$ cat src/rtl/sort_pkg.sv
// Shared types for the 6-lane sorting network and its stream sequencer.
package sort_pkg;

  localparam int N_LANES = 6;

  typedef logic [31:0] data_t;

  typedef data_t [N_LANES-1:0] lanes_t;

  typedef enum logic [1:0] {
    FILL,
    SORT,
    DRAIN
  } state_e;

endpackage

$ cat src/rtl/sort_6_12_5.sv
// Combinational 6-input ascending sorting network: 12 compare-exchange elements, depth 5.
module sort_6_12_5
  import sort_pkg::*;
(
  input  logic   clk_i,
  input  lanes_t data_i,
  output lanes_t data_o
);

  localparam int N_CMP = 12;

  // Comparator pairs listed layer by layer; the lower index always receives the minimum.
  localparam int LO[N_CMP] = '{0, 1, 2, 1, 3, 0, 2, 0, 2, 4, 1, 3};
  localparam int HI[N_CMP] = '{5, 3, 4, 2, 4, 3, 5, 1, 3, 5, 2, 4};

  lanes_t v;
  data_t  t;

  always_comb begin
    v = data_i;
    t = '0;
    for (int k = 0; k < N_CMP; k++) begin
      if (v[LO[k]] > v[HI[k]]) begin
        t        = v[LO[k]];
        v[LO[k]] = v[HI[k]];
        v[HI[k]] = t;
      end
    end
    data_o = v;
  end

  for (genvar g = 0; g < N_LANES - 1; g++) begin : g_order
    a_ascending: assert property (@(posedge clk_i) data_o[g] <= data_o[g+1]);
  end

endmodule

$ cat src/rtl/sort_6_stream_ctrl.sv
// Stream-to-batch sequencer around one sort_6_12_5 network: FILL -> SORT -> DRAIN.
// Define SORT_6_STREAM_DESCENDING_EN to drain largest-first instead of ascending.
module sort_6_stream_ctrl
  import sort_pkg::*;
#(
  parameter data_t PAD_VALUE = 32'hFFFF_FFFF
) (
  input  logic  clk,
  input  logic  rst,
  input  logic  in_valid,
  output logic  in_ready,
  input  data_t in_data,
  input  logic  in_last,
  output logic  out_valid,
  input  logic  out_ready,
  output data_t out_data,
  output logic  out_last,
  output logic  busy
);

  state_e     state_q, state_d;
  logic [2:0] cnt_q, cnt_d;
  logic [2:0] rd_idx_q, rd_idx_d;
  logic [2:0] len_q, len_d;
  lanes_t     lane_q, lane_d;
  lanes_t     sorted_q, sorted_d;
  lanes_t     net_out;
  logic [2:0] rd_sel;
  logic       is_last;

  sort_6_12_5 u_net (
    .clk_i  (clk),
    .data_i (lane_q),
    .data_o (net_out)
  );

  assign is_last = (rd_idx_q == len_q - 3'd1);

`ifdef SORT_6_STREAM_DESCENDING_EN
  // Walk down from the largest real word so pad lanes above it are never read.
  assign rd_sel = len_q - 3'd1 - rd_idx_q;
`else
  assign rd_sel = rd_idx_q;
`endif

  always_comb begin
    in_ready  = (state_q == FILL);
    out_valid = (state_q == DRAIN);
    busy      = (state_q != FILL);
    out_last  = out_valid && is_last;
    out_data  = out_valid ? sorted_q[rd_sel] : '0;
  end

  always_comb begin
    state_d  = state_q;
    cnt_d    = cnt_q;
    rd_idx_d = rd_idx_q;
    len_d    = len_q;
    lane_d   = lane_q;
    sorted_d = sorted_q;
    case (state_q)
      FILL: begin
        if (in_valid) begin
          for (int i = 0; i < N_LANES; i++) begin
            if (cnt_q == 3'(i)) lane_d[i] = in_data;
          end
          cnt_d = cnt_q + 3'd1;
          if (in_last || (cnt_q == 3'(N_LANES - 1))) begin
            len_d   = cnt_q + 3'd1;
            state_d = SORT;
          end
        end
      end
      SORT: begin
        // Lanes are re-padded here so a following short batch sees no stale words.
        sorted_d = net_out;
        lane_d   = {N_LANES{PAD_VALUE}};
        cnt_d    = 3'd0;
        rd_idx_d = 3'd0;
        state_d  = DRAIN;
      end
      DRAIN: begin
        if (out_ready) begin
          rd_idx_d = rd_idx_q + 3'd1;
          if (is_last) state_d = FILL;
        end
      end
      default: state_d = FILL;
    endcase
  end

  always_ff @(posedge clk) begin
    if (rst) begin
      state_q  <= FILL;
      cnt_q    <= 3'd0;
      rd_idx_q <= 3'd0;
      len_q    <= 3'd0;
      lane_q   <= {N_LANES{PAD_VALUE}};
      sorted_q <= '0;
    end else begin
      state_q  <= state_d;
      cnt_q    <= cnt_d;
      rd_idx_q <= rd_idx_d;
      len_q    <= len_d;
      lane_q   <= lane_d;
      sorted_q <= sorted_d;
    end
  end

endmodule
$ cat config.mk
export PLATFORM = sky130hd
export DESIGN_NAME = sort_6_stream_ctrl
export DESIGN_NICKNAME = d
export VERILOG_FILES = /design/src/rtl/sort_pkg.sv /design/src/rtl/sort_6_12_5.sv /design/src/rtl/sort_6_stream_ctrl.sv
export SDC_FILE = /design/constraint.sdc
export NUM_CORES = 2
export LEC_CHECK = 0
export ABC_AREA = 1
export BUFFER_PORTS_ARGS = -buffer_cell sky130_fd_sc_hd__buf_4
export CAP_MARGIN = 10
export CORE_UTILIZATION = 42
export CTS_CLUSTER_SIZE = 40
export DETAILED_ROUTE_END_ITERATION = 7
export SLEW_MARGIN = 0
export SYNTH_ARGS = -nofsm -noshare
export SYNTH_HDL_FRONTEND = slang
export SYNTH_HIERARCHICAL = 1
export SYNTH_SLANG_ARGS = --single-unit
$ cat constraint.sdc
create_clock -name clk -period 33.1 [get_ports clk]
set_input_delay 6.62 -clock clk [delete_from_list [all_inputs] [get_ports clk]]
set_output_delay 6.62 -clock clk [all_outputs]
set_load 0.01 [all_outputs]
# Yosys cells after proc, flatten, opt, wreduce, memory -nomap -nowiden
# Index checks and enable logic that the tools add are counted.
# word_totals
inputBits,37
regBits,395
# op_classes
reduce_logical,17
mux,37
addsub,3
eq_ne,18
n_lt_le_gt_ge,13
# op_table
cell,n
$mux 32,18
$mux 64,7
$gt 32x32->1,12
$pmux 192 s2,1
$mux 192,1
$bmux 32 s3,1
$reduce_and 3->1,7
$ne 2x1->1 const B,9
$pmux 3 s2,2
$mux 2,4
$add 3x1->3 const B,2
$eq 3x2->1 const B,2
$eq 3x3->1 const B,2
$mux 3,2
$pmux 2 s3,1
$reduce_bool 2->1,3
$lt 3x4->1 const B,1
$reduce_and 2->1,2
$reduce_and 4->1,1
$eq 3x1->1 const B,1
$eq 3x3->1,1
$logic_not 3->1,1
$sub 3x1->3 const B,1
$eq 2x1->1 const B,1
5 further kinds,5

# Depth between registers and ports, before layout
# depth
ltp_word,10
depth_mapped,84

# By module
# The synthesis kept the hierarchy.
# by_module_without_submodules
mod,seq_area_each_um2,n_inst,area_per_inst_um2,cells_per_inst
sort_6_12_5,0.0,1,18504.0,3345
sort_6_stream_ctrl,7907.6,1,16081.7,2229

# Least setup slack after synthesis
# Ideal clock, no wire load.
# synth_timing
kind,register -> register
startpoint,reg lane_q[97] (netlist name)
endpoint,reg sorted_q[127] (netlist name)
setup_ps,65
synth_period_minus_slack_ps,10541
stages_incl_launch_ff,69
slack_ps,22559
required_ps,33035
arrival_ps,10476
cell_sequence,dfxtp_1 > inv_1 > ha_1 > nand2_1 > nand2_1 > nand2_1 > nand2_1 > nand2_1 > nand2_1 > nand2_1 > nand2_1 > nand2_1 > nand2_2 > nand2_2 > buf_6 > clkbuf_1 > clkbuf_1 > o21ai_0 > (+33 left out) > nand2_1 > and2_1 > ha_1 > nand2_1 > inv_1 > nand3_1 > nor3_1 > inv_1 > or4_1 > inv_1 > nand2_1 > a21boi_0 > clkbuf_1 > clkbuf_1 > nand3_1 > nand2_1 > o21ai_0 > nor2_1
# synth_lines
element,line,rtl
"start, declared",sort_6_stream_ctrl.sv:25,"lanes_t lane_q, lane_d;"
"start signal, assigned",sort_6_stream_ctrl.sv:98,lane_q <= {N_LANES{PAD_VALUE}};
"start signal, assigned",sort_6_stream_ctrl.sv:105,lane_q <= lane_d;
"end signal, assigned",sort_6_stream_ctrl.sv:106,sorted_q <= sorted_d;
"end, declared",sort_6_stream_ctrl.sv:26,"lanes_t sorted_q, sorted_d;"

==> metrics <==
initial antenna violation count 0; WP buf/inv 13; Async S/R FF share, synth 0%; Starting DRT DRC Count 3676; nets 5792; Worst path top cell family by delay simple AND/OR/NAND/NOR gates; Mapped Nets 5993; xor-xnor portion of the synthesized cell area 0.0506%; placed cell area 35100 sq um; main flop type after synthesis dfxtp_1; die boundary width 289 microns; WL/cell 18.7 microns; WS Path Type reg2reg; Synth Area per Inst 6.20 sq um; Fmax 60.4 MHz; CTS buffer count 48; number of port buffers 72; crit-path max FO 69; final hold violations 0; CP peak stage delay 0.91 ns; Critical Path RT 33.64 ns; share of the yosys chip area belonging to registers 22.9%; Critical Path Start lane_q[141]; total global routing overflow 0; worst path arrival time 17.08 ns; routed vias 35750; postcts setup bufs 0; row count 104; Final Critical Period 16.55 ns; I/O pins 73; Compound-Gate Fraction of Synth Area 17.7%; Worst Setup EP sorted_q[131]; drt drc 0; clk sinks 395; fill count 8717; Setup Total Neg Slack 0 ns; clk_lat worst skew 0.61 ns; FF-to-FF Start lane_q[141]; largest family of logic cells by synthesized area simple AND/OR/NAND/NOR gates; Synth cell types 59; number of synthesized flops with an enable pin 0; Max Root-Sink Buffers 3; outcome finished, final reports clean; clk_skew 0.0220 ns; Setup Viol. Count Final 0; routed wire length 121 mm; Worst-Margin Slew 1.16 ns; Detailed Routing Iterations Pass 1 6; share of post-route cells with drive strength above 1 6.19%; global-route wire length before repair 187 mm; largest net degree at the start of global routing 144; PostCTS Resize Cnt 0; leading area contributor after synthesis dfxtp_1; Rel. slew slack 22.4%; mux cell area share after synthesis 0%; WP depth 61; height of the chip 289 microns; Pins Over Slew Limit 0; Final GP Congestion 0.976; flop2flop setup slack 16.55 ns; top cells by count, synth nand2_1, o21ai_0, nor2_1; Clk pin slew, worst setup/hold paths 0.06 ns; largest cells by area after synthesis dfxtp_1, nand2_1, ha_1, o21ai_0, nor2_1; Yosys Warn Count 6; max cap viols 0; Worst R2R End sorted_q[131]; CTS root buf clkbuf_16; Post-Synth Adder-Cell Area 13.8%; RSZ-0062 raised after global routing false; dpl hpwl 93.7 mm; post-synth top area share 22.9%; Syn Inst Count 5574; Crit. End Element flop; R2R cell count 61; Synth Area in Simple Gates 36.8%; most common cell in the synthesized netlist nand2_1; Final ANT Viol Nets 0; initial core utilization 42.7%; CTS tree yes; Final Cycle Share 50.0%; Core Box Area 81100 sq um; n_diodes 0; finished layout cell area 36600 sq um; Synth Cell Area 34600 sq um; Tot GR Track Use 28.7%; Hold Crit Class reg2reg; CTS Hold Bufs 0; slowest cell on the critical path a21oi_4; H-tree Lvls 2; Seq cells post-synth 395; Setup crit start kind flop; Die ar. 83500 sq um; vias per cell 5.52; Layout area overhead 5.89%; number of global-route vias before repair 31097
## layer usage
metal,vias up,track usage [%],wire (microns)
met5,-,0,0
met4,0,5.36,2010
met3,98,3.08,8710
met2,1180,40.2,47900
met1,16403,46.2,62700
li1,18069,-,-
## cell families (layout without fill, tap and decap cells)
| group | Yosys count | after routing |
|---|---|---|
| simple gates | 2939 | 2939 |
| compound gates | 1158 | 1158 |
| buf+inv | 698 | 537 |
| flops | 395 | 395 |
| fa+ha+maj | 382 | 382 |
| xor+xnor | 2 | 2 |
## placed cells by master, fill, tap and decap left out, types with 4 or more instances in the layout
master,Yosys,final
nand2_1,1571,1570
o21ai_0,747,747
nor2_1,642,641
nand3_1,480,480
dfxtp_1,395,394
ha_1,382,382
inv_1,318,316
a21oi_1,257,256
buf_4,30,108
clkbuf_16,0,49
o21a_1,45,45
o21ai_1,41,41
nand3_2,40,40
nand4_1,36,36
and2_1,33,33
or2_0,26,26
nand2_2,22,20
nor3_1,20,20
nand3_4,20,20
inv_2,17,18
clkinv_2,0,13
a211oi_1,13,13
nand2_4,9,12
nor4_1,11,11
clkbuf_1,228,10
o221ai_1,10,10
a31oi_1,8,8
or2_2,7,7
clkbuf_8,0,7
inv_6,0,6
a21o_1,6,6
a2111oi_0,6,6
clkinv_4,0,4
nor2_2,4,4
o2111ai_1,4,4
o21bai_1,4,4
## worst min-delay path by stage
stage                start     endpoint  slack [ns]  depth (start not counted)
2_1_floorplan    lane_q[0]    lane_q[0]        0.43                          2
3_3_place_gp    lane_q[32]   lane_q[32]        0.44                          2
6_report         lane_q[0]    lane_q[0]        0.46                          2
4_1_cts         lane_q[32]   lane_q[32]        0.46                          2
5_1_grt        lane_q[150]  lane_q[150]        0.49                          2
3_5_place_dp    lane_q[32]   lane_q[32]        0.44                          2
## final cells by class
cell class                      instances  area [sq um]  area share, %
Clock buffer                           66          1360           3.71
Clock inverter                         24           204          0.557
Inverter                              339          1290           3.52
Multi-Input combinational cell       4481         23700           64.8
Sequential cell                       395          7910           21.6
Tap cell                             1060          1330           3.62
Timing Repair Buffer                  108           811           2.21
## flip-flops by register name, summed over array words and instances, names as in the netlist
| register | cells |
|---|---|
| rd_idx_q | 3 |
| len_q | 3 |
| lane_q | 192 |
| cnt_q | 3 |
| sorted_q | 192 |
| state_q | 2 |
## worst min-delay path: cells and delay by family (launching register included)
kind,cells,cell delay (ns)
flops,1,0.33
simple gates,2,0.10
## through the flow
stage	hold slack, ns	std cells	setup slack [ns]	utilization (%)
2_1_floorplan	0.429	5574	22.56	-
3_3_place_gp	0.441	6383	16.76	43.2
3_5_place_dp	0.445	6383	16.63	43.2
4_1_cts	0.459	6473	16.62	45.2
5_1_grt	0.488	6473	14.93	45.2
6_report	0.460	6473	16.55	45.2
Power is left out: the tool's default activity adds up to more than one toggle a clock period on the data nets, which glitch-free logic cannot reach.
